==> src/rtl/mips_fetch_pkg.sv <==
`default_nettype none
// ============================================================================
// Module   : mips_fetch_pkg
// Purpose  : Shared types and constants for the instruction fetch front end:
//            FSM state encoding, default reset/exception addresses and the
//            prefetch buffer entry layout.
// Revision : 1.0 - initial release
// ============================================================================
package mips_fetch_pkg;

  // Fetch FSM: FETCH reads memory, HOLD parks while the buffer is full
  typedef enum logic [0:0] {
    ST_FETCH = 1'b0,
    ST_HOLD  = 1'b1
  } fetch_state_e;

  localparam logic [31:0] DEF_RESET_PC   = 32'h0000_0000;
  localparam logic [31:0] DEF_EXC_VECTOR = 32'hF000_0000;

  // One buffer entry: instruction word plus the address it came from
  localparam int ENTRY_W = 64;

  typedef struct packed {
    logic [31:0] instr;
    logic [31:0] pc;
  } fetch_entry_t;

  // Word-align an address; fetch addresses never carry byte-offset bits
  function automatic logic [31:0] align_pc(input logic [31:0] addr);
    return addr & ~32'h3;
  endfunction

endpackage : mips_fetch_pkg
`default_nettype wire

==> src/rtl/imem_fetch_ctrl_if.sv <==
`default_nettype none
// ============================================================================
// Module   : imem_fetch_ctrl_if
// Purpose  : Bundles the instruction-memory bus, redirect/exception strobes
//            and the instruction handshake toward the pipeline.
// Revision : 1.0 - initial release
// ============================================================================
interface imem_fetch_ctrl_if;
  logic [31:0] Address;
  logic [31:0] Data;
  logic        RedirectValid;
  logic [31:0] RedirectPC;
  logic        ExcValid;
  logic [31:0] Instr;
  logic [31:0] InstrPC;
  logic        InstrValid;
  logic        InstrReady;

  // Fetch controller side
  modport master (
    output Address,
    input  Data,
    input  RedirectValid,
    input  RedirectPC,
    input  ExcValid,
    output Instr,
    output InstrPC,
    output InstrValid,
    input  InstrReady
  );

  // Memory / pipeline side
  modport slave (
    input  Address,
    output Data,
    output RedirectValid,
    output RedirectPC,
    output ExcValid,
    input  Instr,
    input  InstrPC,
    input  InstrValid,
    output InstrReady
  );
endinterface : imem_fetch_ctrl_if
`default_nettype wire

==> src/rtl/fetch_fifo.sv <==
`default_nettype none
// ============================================================================
// Module   : fetch_fifo
// Purpose  : Prefetch buffer. Head entry is read straight from storage
//            registers (no bypass), so a push shows up one cycle later.
//            Flush empties the buffer and overrides any push/pop that edge.
// Revision : 1.0 - initial release
// ============================================================================
module fetch_fifo
  import mips_fetch_pkg::*;
#(
  parameter int DEPTH = 2
) (
  input  wire logic         clk_i,
  input  wire logic         rst_ni,
  input  wire logic         push_i,
  input  wire logic         pop_i,
  input  wire logic         flush_i,
  input  wire fetch_entry_t wdata_i,
  output fetch_entry_t      rdata_o,
  output logic              full_o,
  output logic              empty_o
);

  localparam int IW = (DEPTH > 1) ? $clog2(DEPTH) : 1;
  localparam int CW = $clog2(DEPTH + 1);
  localparam logic [IW-1:0] C_LAST_IDX = IW'(DEPTH - 1);
  localparam logic [CW-1:0] C_DEPTH    = CW'(DEPTH);

  fetch_entry_t    mem_q [DEPTH];
  logic [IW-1:0]   wr_ptr_q, wr_ptr_d;
  logic [IW-1:0]   rd_ptr_q, rd_ptr_d;
  logic [CW-1:0]   count_q,  count_d;
  logic            do_push, do_pop;

  assign empty_o = (count_q == '0);
  assign full_o  = (count_q == C_DEPTH);
  assign rdata_o = mem_q[rd_ptr_q];

  // A push into a full buffer is legal only when the head leaves the same edge
  assign do_pop  = pop_i && !empty_o && !flush_i;
  assign do_push = push_i && (!full_o || do_pop) && !flush_i;

  // Pointer and occupancy next-state
  always_comb begin
    wr_ptr_d = wr_ptr_q;
    rd_ptr_d = rd_ptr_q;
    count_d  = count_q;
    if (flush_i) begin
      wr_ptr_d = '0;
      rd_ptr_d = '0;
      count_d  = '0;
    end else begin
      if (do_push) wr_ptr_d = (wr_ptr_q == C_LAST_IDX) ? '0 : wr_ptr_q + 1'b1;
      if (do_pop)  rd_ptr_d = (rd_ptr_q == C_LAST_IDX) ? '0 : rd_ptr_q + 1'b1;
      count_d = count_q + CW'(do_push) - CW'(do_pop);
    end
  end

  // Storage and pointer registers; reset clears entries so the head reads zero
  always_ff @(posedge clk_i or negedge rst_ni) begin
    if (!rst_ni) begin
      for (int i = 0; i < DEPTH; i++) mem_q[i] <= '0;
      wr_ptr_q <= '0;
      rd_ptr_q <= '0;
      count_q  <= '0;
    end else begin
      if (do_push) mem_q[wr_ptr_q] <= wdata_i;
      wr_ptr_q <= wr_ptr_d;
      rd_ptr_q <= rd_ptr_d;
      count_q  <= count_d;
    end
  end

endmodule : fetch_fifo
`default_nettype wire

==> src/rtl/imem_fetch_ctrl.sv <==
`default_nettype none
// ============================================================================
// Module   : imem_fetch_ctrl
// Purpose  : Instruction fetch controller. Walks the PC through a
//            multi-cycle instruction memory, fills a prefetch buffer and
//            handles redirects and overflow exceptions by flushing.
// Revision : 1.0 - initial release
// ============================================================================
module imem_fetch_ctrl
  import mips_fetch_pkg::*;
#(
  parameter logic [31:0] RESET_PC   = DEF_RESET_PC,
  parameter logic [31:0] EXC_VECTOR = DEF_EXC_VECTOR,
  parameter int          RD_CYCLES  = 1,
  parameter int          BUF_DEPTH  = 2
) (
  input  wire logic          CLK,
  input  wire logic          Reset_L,
  imem_fetch_ctrl_if.master  bus
);

  localparam logic [3:0] C_RD_LAST = 4'(RD_CYCLES - 1);

  fetch_state_e state_q;
  logic [31:0]  pc_q;
  logic [3:0]   rd_cnt_q;

  logic         flush, pop, capture, push;
  logic         buf_full, buf_empty;
  fetch_entry_t push_entry, head_entry;

  // pc_q is only ever loaded with aligned values, so it drives Address directly
  assign bus.Address = pc_q;

  assign flush   = bus.ExcValid | bus.RedirectValid;
  assign pop     = !buf_empty && bus.InstrReady;
  assign capture = (state_q == ST_FETCH) && (rd_cnt_q == C_RD_LAST);
  assign push    = capture && (!buf_full || pop) && !flush;

  assign push_entry = '{instr: bus.Data, pc: pc_q};

  assign bus.Instr      = head_entry.instr;
  assign bus.InstrPC    = head_entry.pc;
  assign bus.InstrValid = !buf_empty;

  fetch_fifo #(
    .DEPTH (BUF_DEPTH)
  ) u_fifo (
    .clk_i   (CLK),
    .rst_ni  (Reset_L),
    .push_i  (push),
    .pop_i   (pop),
    .flush_i (flush),
    .wdata_i (push_entry),
    .rdata_o (head_entry),
    .full_o  (buf_full),
    .empty_o (buf_empty)
  );

  // Fetch FSM: PC, read wait counter and FETCH/HOLD state; exception beats redirect
  always_ff @(posedge CLK or negedge Reset_L) begin
    if (!Reset_L) begin
      state_q  <= ST_FETCH;
      pc_q     <= align_pc(RESET_PC);
      rd_cnt_q <= '0;
    end else if (bus.ExcValid) begin
      state_q  <= ST_FETCH;
      pc_q     <= align_pc(EXC_VECTOR);
      rd_cnt_q <= '0;
    end else if (bus.RedirectValid) begin
      state_q  <= ST_FETCH;
      pc_q     <= align_pc(bus.RedirectPC);
      rd_cnt_q <= '0;
    end else begin
      case (state_q)
        ST_FETCH: begin
          if (capture) begin
            if (push) begin
              pc_q     <= pc_q + 32'd4;
              rd_cnt_q <= '0;
            end else begin
              // Buffer full with nothing leaving: park on this address
              state_q <= ST_HOLD;
            end
          end else begin
            rd_cnt_q <= rd_cnt_q + 4'd1;
          end
        end
        ST_HOLD: begin
          // Memory read data is not kept, so the word is re-read in full
          if (pop) begin
            state_q  <= ST_FETCH;
            rd_cnt_q <= '0;
          end
        end
        default: state_q <= ST_FETCH;
      endcase
    end
  end

endmodule : imem_fetch_ctrl
`default_nettype wire

==> src/flat_wrapper.sv <==
// flat-port wrapper written by rule: the top's interface ports become plain ports
module imem_fetch_ctrl_flat import mips_fetch_pkg::*;
#(
  parameter logic [31:0] RESET_PC   = DEF_RESET_PC,
  parameter logic [31:0] EXC_VECTOR = DEF_EXC_VECTOR,
  parameter int          RD_CYCLES  = 1,
  parameter int          BUF_DEPTH  = 2
)
  (CLK, Reset_L, bus_Address, bus_Data, bus_RedirectValid, bus_RedirectPC, bus_ExcValid, bus_Instr, bus_InstrPC, bus_InstrValid, bus_InstrReady);
  imem_fetch_ctrl_if bus_i ();
  input  wire logic CLK;
  input  wire logic Reset_L;
  output wire logic [$bits(bus_i.Address)-1:0] bus_Address;
  input wire logic [$bits(bus_i.Data)-1:0] bus_Data;
  input wire logic [$bits(bus_i.RedirectValid)-1:0] bus_RedirectValid;
  input wire logic [$bits(bus_i.RedirectPC)-1:0] bus_RedirectPC;
  input wire logic [$bits(bus_i.ExcValid)-1:0] bus_ExcValid;
  output wire logic [$bits(bus_i.Instr)-1:0] bus_Instr;
  output wire logic [$bits(bus_i.InstrPC)-1:0] bus_InstrPC;
  output wire logic [$bits(bus_i.InstrValid)-1:0] bus_InstrValid;
  input wire logic [$bits(bus_i.InstrReady)-1:0] bus_InstrReady;
  assign bus_Address = bus_i.Address;
  assign bus_i.Data = bus_Data;
  assign bus_i.RedirectValid = bus_RedirectValid;
  assign bus_i.RedirectPC = bus_RedirectPC;
  assign bus_i.ExcValid = bus_ExcValid;
  assign bus_Instr = bus_i.Instr;
  assign bus_InstrPC = bus_i.InstrPC;
  assign bus_InstrValid = bus_i.InstrValid;
  assign bus_i.InstrReady = bus_InstrReady;
  imem_fetch_ctrl #(.RESET_PC(RESET_PC), .EXC_VECTOR(EXC_VECTOR), .RD_CYCLES(RD_CYCLES), .BUF_DEPTH(BUF_DEPTH)) u_core (.CLK(CLK), .Reset_L(Reset_L), .bus(bus_i));
endmodule
==> config.mk <==
export PLATFORM = sky130hd
export DESIGN_NAME = imem_fetch_ctrl_flat
export DESIGN_NICKNAME = d
export VERILOG_FILES = /design/src/rtl/mips_fetch_pkg.sv /design/src/rtl/imem_fetch_ctrl_if.sv /design/src/rtl/fetch_fifo.sv /design/src/rtl/imem_fetch_ctrl.sv /design/src/flat_wrapper.sv
export SDC_FILE = /design/constraint.sdc
export NUM_CORES = 1
export LEC_CHECK = 0
export ABC_AREA = 1
export CORE_MARGIN = 3
export CORE_UTILIZATION = 52
export CTS_CLUSTER_DIAMETER = 80
export DETAILED_ROUTE_END_ITERATION = 8
export HOLD_SLACK_MARGIN = 0.08
export PLACE_DENSITY_LB_ADDON = 0.1
export RECOVER_POWER = 100
export SLEW_MARGIN = 5
export SYNTH_ARGS = -nofsm -noshare
export SYNTH_HDL_FRONTEND = slang
export SYNTH_SLANG_ARGS = --single-unit
==> constraint.sdc <==
create_clock -name CLK -period 2.6 [get_ports CLK]
set_input_delay 0.78 -clock CLK [delete_from_list [all_inputs] [get_ports CLK]]
set_output_delay 0.78 -clock CLK [all_outputs]
set_load 0.05 [all_outputs]
==> metrics.md, run 1 <==
| Metric | Value |
|---|---|
| Min Tclk post-route | 2.533 ns |
| Top-area cell type share of the netlist area | 50.34% |
| Clk pwr share | 22.3% |
| Core footprint | 14860 sq um |
| Number of antenna violations at the first check in global routing | 0 |
| Starting DRT DRC Count | 651 |
| Crit path largest cell delay | 0.86 ns |
| Gr ovfl total | 0 |
| Die Height | 130.8 microns |
| Root Buffer | clkbuf_16 |
| Relative slew slack | 11.47% |
| Count of final setup violators | 0 |
| Synthesized instance count | 1070 |
| Register area share after synthesis | 50.34% |
| Comb power frac | 42.4% |
| P_sw | 0.005056 W |
| Routed WL | 21.03 mm |
| Cell with the most instances after synthesis | nand2_1 |
| RSZ-0062 raised after global routing | no |
| Final nets | 1292 |
| Outcome | finished, final reports clean |
| Int Power | 0.006659 W |
| Non-Filler Cell Area, Final | 10220 sq um |
| Ys Warns | 0 |
| Pre-Repair DR Iteration Count | 5 |
| Critical path's slowest cell | clkdlybuf4s50_1 |
| # diodes | 0 |
| Clk sinks | 163 |
| Count of cell types in the netlist | 32 |
| First-pass GRT wire length | 34.12 mm |
| Leakage power | 5.179 nW |
| Synth async-reset ratio | 100.0% |
| Crit end category | primary output |
| Syn Std Cell Area | 8103 sq um |
| Initial core utilization | 54.51% |
| DIE WIDTH | 130.8 microns |
| Hold Vio Cnt, Final | 0 |
| Routed via count | 7328 |
| # IOs | 166 |
| DR DRC count | 0 |
| Buf/Inv on CP | 1 |
| Dpl hpwl | 14.28 mm |
| Worst-path clk slew | 0.06 ns |
| Largest net degree at the start of global routing | 87 |
| Vias in the first global route | 6920 |
| H-Tree Depth | 4 |
| FF/Latch Area | 4080 sq um |
| Synthesis-to-finish area growth | 26.11% |
| Die area | 17120 sq um |
| Worst slack, placed | 0.08207 ns |
| CTS tree | yes |
| Cells along the critical path | clkdlybuf4s50_1 |
| Sequential power share | 35.3% |
| Worst skew pair latency | 0.42 ns |
| Switching part of the total power | 43.16% |
| Max-slew violations | 0 |
| EDFF count, synth | 0 |
| Setup TNS | 0 ns |
| Max-Cap Viols | 0 |
| Startpoint types | register |
| Mean Syn Cell Area | 7.573 sq um |
| Setup ws final | 0.06677 ns |
| Post-synth top area cell | dfrtp_1 |
| Worst slew pin tran | 1.328 ns |
| Clk_skew | 0.007215 ns |
| Worst-path fanout max | 6 |
| Peak supply drop | 0.6560 mV |
| Post-CTS Setup Inserts | 0 |
| Synth Register Bits | 163 |
| GPL Wtd Cong | 0.9478 |
| Tcrit/Tclk final | 97.43% |
| Routed Antenna Nets | 0 |
| Multi-input logic area | 3363 sq um |
| Fmax | 0.3948 GHz |
| Primary FF master, synth | dfrtp_1 |
| Crit Path Class | register to primary output |
| Vias/cell | 5.193 |
| Top cells by count, synth | nand2_1 (438), dfrtp_1 (163), o21ai_1 (115), nor2_1 (100), inv_1 (79) |
| Cell Rows | 44 |
| Area contributors post-synth | dfrtp_1 (50%), nand2_1 (20%), o21ai_1 (7.1%) |
| CP delay by family, top | buffers and inverters |
| CP required | 1.82 ns |
| Placement Cell Area | 10510 sq um |
| CP arrival | 1.75 ns |
| Routed wire length per instance | 14.90 microns |
| Worst hold path class | register to register |
| Share of cells above drive strength 1 | 10.19% |
| GRT Total Usage | 25.31% |
| Longest Clk Path Bufs | 2 |
| PwrDens | 1146 nW/um^2 |
| Buffers on Ports | 159 |
| Fill cell count | 1264 |
| CTS Buf Count | 17 |
-- metal layers --
layer | up-vias | global-route usage [%] | wire length [microns]
met5 | - | 0 | 0
met4 | 0 | 8.348 | 433
met3 | 30 | 4.472 | 1432
met2 | 288 | 40.98 | 9969
met1 | 3395 | 34.80 | 9192
li1 | 3615 | - | -
-- repair_timing --
item	in CTS	in global routing
hold endpoints to repair	0	0
gates resized for setup	1	1
setup endpoints to repair	1	1
hold buffers	0	0
-- final cells by class --
type                    count  share of cell area [%]
clock buffers              24                   5.106
inverters                  82                   3.012
well taps                 184                   2.253
multi-input cells         774                   32.91
clock inverters             4                  0.9306
flip-flops and latches    163                   39.93
repair buffers            180                   15.86
-- placed cells by master, fill, tap and decap left out, drive strengths merged, types with 2 or more instances in the layout --
cell / n
nand2: 443
dfrtp: 163
o21ai: 149
nor2: 106
clkdlybuf4s50: 89
inv: 82
clkbuf: 79
nand3: 31
buf: 30
xor2: 14
a21oi: 9
ha: 5
dlygate4sd3: 5
conb: 4
o22ai: 3
bufinv: 3
nor3: 2
o211ai: 2
-- final timing paths --
kind,from,end,slack (ns),cells past startpoint
worst max-delay path,u_core.bus.Address[8]$_DFFE_PN0P_,bus_Address[8],0.07,1
min in group asynchronous,Reset_L,u_core.u_fifo.mem_q[56]$_DFFE_PN0P_,0.66,1
worst max register to register,u_core.rd_cnt_q[0]$_DFFE_PN0P_,u_core.u_fifo.mem_q[57]$_DFFE_PN0P_,0.41,11
max in group asynchronous,Reset_L,u_core.u_fifo.mem_q[27]$_DFFE_PN0P_,0.43,2
worst min-delay path,u_core.u_fifo.mem_q[101]$_DFFE_PN0P_,u_core.u_fifo.mem_q[101]$_DFFE_PN0P_,0.48,2
worst min register to register,u_core.u_fifo.mem_q[101]$_DFFE_PN0P_,u_core.u_fifo.mem_q[101]$_DFFE_PN0P_,0.48,2
-- flip-flops by register name, indices dropped and copies added (netlist names) --
| name | count |
|---|---|
| u_core.u_fifo.wr_ptr_q | 1 |
| u_core.u_fifo.mem_q | 124 |
| u_core.bus.Address | 30 |
| u_core.state_q | 1 |
| u_core.u_fifo.rd_ptr_q | 1 |
| u_core.rd_cnt_q | 4 |
| u_core.u_fifo.count_q | 2 |
-- power groups by stage --
stage	Sequential (W)	Clock, W	Combinational (W)
after floorplan	0.00427	0	0.00343
after global placement	0.00410	0	0.00653
after detailed placement	0.00415	0	0.00664
after CTS	0.00412	0.00264	0.00668
after global routing	0.00425	0.00276	0.00538
final	0.00413	0.00261	0.00497
-- cell families (layout without fill, tap and decap cells) --
family | after synthesis | in the layout | share of synthesized area [%]
AND/OR/NAND/NOR | 585 | 585 | 28.60
flip-flops | 163 | 163 | 50.34
other | 1 | 4 | 0.04628
adder cells (fa/ha/maj) | 5 | 5 | 0.7721
buffers and inverters | 136 | 290 | 8.014
AO/OA/AOI/OAI | 164 | 164 | 10.48
XOR/XNOR | 15 | 15 | 1.621
multiplexers | 1 | 1 | 0.1235
-- metrics by stage --
step | power [W] | hold slack (ns) | std cells | util [%]
floorplan | 0.007702 | 0.4534 | 1073 | -
CTS | 0.01343 | 0.3257 | 1411 | 74.87
global placement | 0.01063 | 0.4660 | 1383 | 70.72
global route | 0.01239 | 0.5010 | 1411 | 68.75
detailed placement | 0.01078 | 0.4693 | 1383 | 70.72
finish | 0.01172 | 0.4828 | 1411 | 68.75
No activity file was read; power rests on OpenSTA's default activity.
==> run 2: changes to the inputs <==
- GPL_TIMING_DRIVEN: unset -> 1
- clock period: 2.6 -> 2.5 ns (I/O delays scaled with it)
==> metrics.md, run 2 (synthesis results as in run 1) <==
| Metric | Value |
|---|---|
| # IOs | 166 |
| Vias in the first global route | 6851 |
| Die Height | 130.8 microns |
| # hold bufs at CTS | 0 |
| Startpoint types | register |
| Max reg flops | 124 |
| Leakage power | 5.198 nW |
| GRT Total Usage | 24.58% |
| Worst-path fanout max | 5 |
| Hold_ws | 0.4820 ns |
| Core footprint | 14860 sq um |
| DR DRC count | 0 |
| Routed Antenna Nets | 0 |
| Gr ovfl total | 0 |
| FF/Latch Area | 4080 sq um |
| Worst-path clk slew | 0.06 ns |
| Buf/Inv on CP | 1 |
| Buffers on Ports | 159 |
| Fill cell count | 1215 |
| Worst hold path class | register to register |
| Multi-input logic area | 3364 sq um |
| Crit Path Class | register to primary output |
| Worst slack, placed | 0.02736 ns |
| Commonest cells after routing, fill and taps aside | nand2_1 (439), dfrtp_1 (162), o21ai_0 (140), nor2_1 (100), inv_1 (81) |
| Share of cells above drive strength 1 | 10.31% |
| Setup ws final | 0.05510 ns |
| Count of final setup violators | 0 |
| Crit end category | primary output |
| Leading cell type in the layout, fill and taps excluded | nand2_1 |
| Worst slew pin tran | 1.902 ns |
| Hold Vio Cnt, Final | 0 |
| Routed wire length per instance | 14.41 microns |
| Root Buffer | clkbuf_16 |
| Violated checks | capacitance limit, slew limit |
| Initial core utilization | 54.51% |
| Largest net degree at the start of global routing | 87 |
| Starting DRT DRC Count | 538 |
| Outcome | finished, violations left |
| CTS Buf Count | 17 |
| First-pass GRT wire length | 33.30 mm |
| PwrDens | 1208 nW/um^2 |
| Max-Cap Viols | 1 |
| Relative slew slack | -26.81% |
| RSZ-0062 raised after global routing | no |
| Final nets | 1293 |
| Number of antenna violations at the first check in global routing | 0 |
| Min Tclk post-route | 2.445 ns |
| Routed WL | 20.40 mm |
| Tcrit/Tclk final | 97.80% |
| Cells along the critical path | clkdlybuf4s50_1 |
| Setup TNS | 0 ns |
| Longest Clk Path Bufs | 2 |
| H-Tree Depth | 4 |
| Critical path's slowest cell | clkdlybuf4s50_1 |
| Fmax | 0.4090 GHz |
| Cell Rows | 44 |
| Routed via count | 7268 |
| CTS tree | yes |
| CP required | 1.75 ns |
| Post-CTS Setup Inserts | 0 |
| Die area | 17120 sq um |
| Clk sinks | 163 |
| Max-slew violations | 35 |
| Layout Utilization | 69.16% |
| Top reg by flops | u_core.u_fifo.mem_q |
| Crit path largest cell delay | 0.84 ns |
| # diodes | 0 |
| DIE WIDTH | 130.8 microns |
| Worst skew pair latency | 0.42 ns |
| Pre-Repair DR Iteration Count | 5 |
| Dpl hpwl | 13.94 mm |
| Peak supply drop | 0.6214 mV |
| Total power | 0.01242 W |
| Vias/cell | 5.133 |
| CP arrival | 1.69 ns |
| Clk_skew | 0.009071 ns |
| CP delay by family, top | buffers and inverters |
| GPL Wtd Cong | 0.9394 |
| Synthesis-to-finish area growth | 26.87% |
[run 2: changes by cell type in the layout (fill, tap and decap cells not counted), sizes merged, moves of 3 or more]
cell / delta
buf: +13
clkdlybuf4s50: -10
clkbuf: -6
clkinvlp: +5
dlygate4sd3: -4
dlygate4sd2: +3
[run 2: per-layer routing]
| layer | vias up | wire [microns] | GRT usage, % |
|---|---|---|---|
| li1 | 3623 | - | - |
| met1 | 3358 | 9390 | 34.61 |
| met2 | 262 | 9455 | 38.85 |
| met3 | 25 | 1271 | 5.650 |
| met4 | 0 | 282 | 6.292 |
| met5 | - | 0 | 0 |
[run 2: report_power, final]
| part | total (W) | switching, W | internal [W] |
|---|---|---|---|
| logic | 0.00526 | 0.00365 | 0.00161 |
| clock network | 0.00286 | 0.00103 | 0.00182 |
| registers | 0.00430 | 0.000631 | 0.00366 |
[run 2: timing repair]
item,CTS,global route
pin swaps,0,0
setup endpoints to repair,4,19
resized for setup,4,15
[run 2: per-stage QoR]
step	area (sq um)	instances
final	10280	1416
after floorplan	8114	1073
after detailed placement	10480	1384
after global routing	10280	1416
after CTS	11140	1416
after global placement	10480	1384
[run 2: area by class of cell]
type / instances / share of cell area (%)
well taps: 184 / 2.240
clock inverters: 13 / 2.008
repair buffers: 181 / 15.91
clock buffers: 19 / 4.406
flip-flops and latches: 163 / 39.69
multi-input cells: 774 / 32.73
inverters: 82 / 3.018
[run 2: worst paths after layout]
path,slack [ns],to,from,cells past startpoint
worst max-delay path,0.06,bus_Address[19],u_core.bus.Address[19]$_DFFE_PN0P_,1
worst min-delay path,0.48,u_core.u_fifo.mem_q[78]$_DFFE_PN0P_,u_core.u_fifo.mem_q[78]$_DFFE_PN0P_,2
worst max register to register,0.41,u_core.u_fifo.mem_q[67]$_DFFE_PN0P_,u_core.rd_cnt_q[0]$_DFFE_PN0P_,11
worst min register to register,0.48,u_core.u_fifo.mem_q[78]$_DFFE_PN0P_,u_core.u_fifo.mem_q[78]$_DFFE_PN0P_,2
max in group asynchronous,0.34,u_core.bus.Address[28]$_DFFE_PN0P_,Reset_L,2
min in group asynchronous,0.85,u_core.u_fifo.mem_q[119]$_DFFE_PN0P_,Reset_L,1
[run 2: worst min-delay path, cell delays in order, from the launching register on]
cell	delay, ns
dfrtp_1	0.34
nand2_1	0.05
o21ai_0	0.06
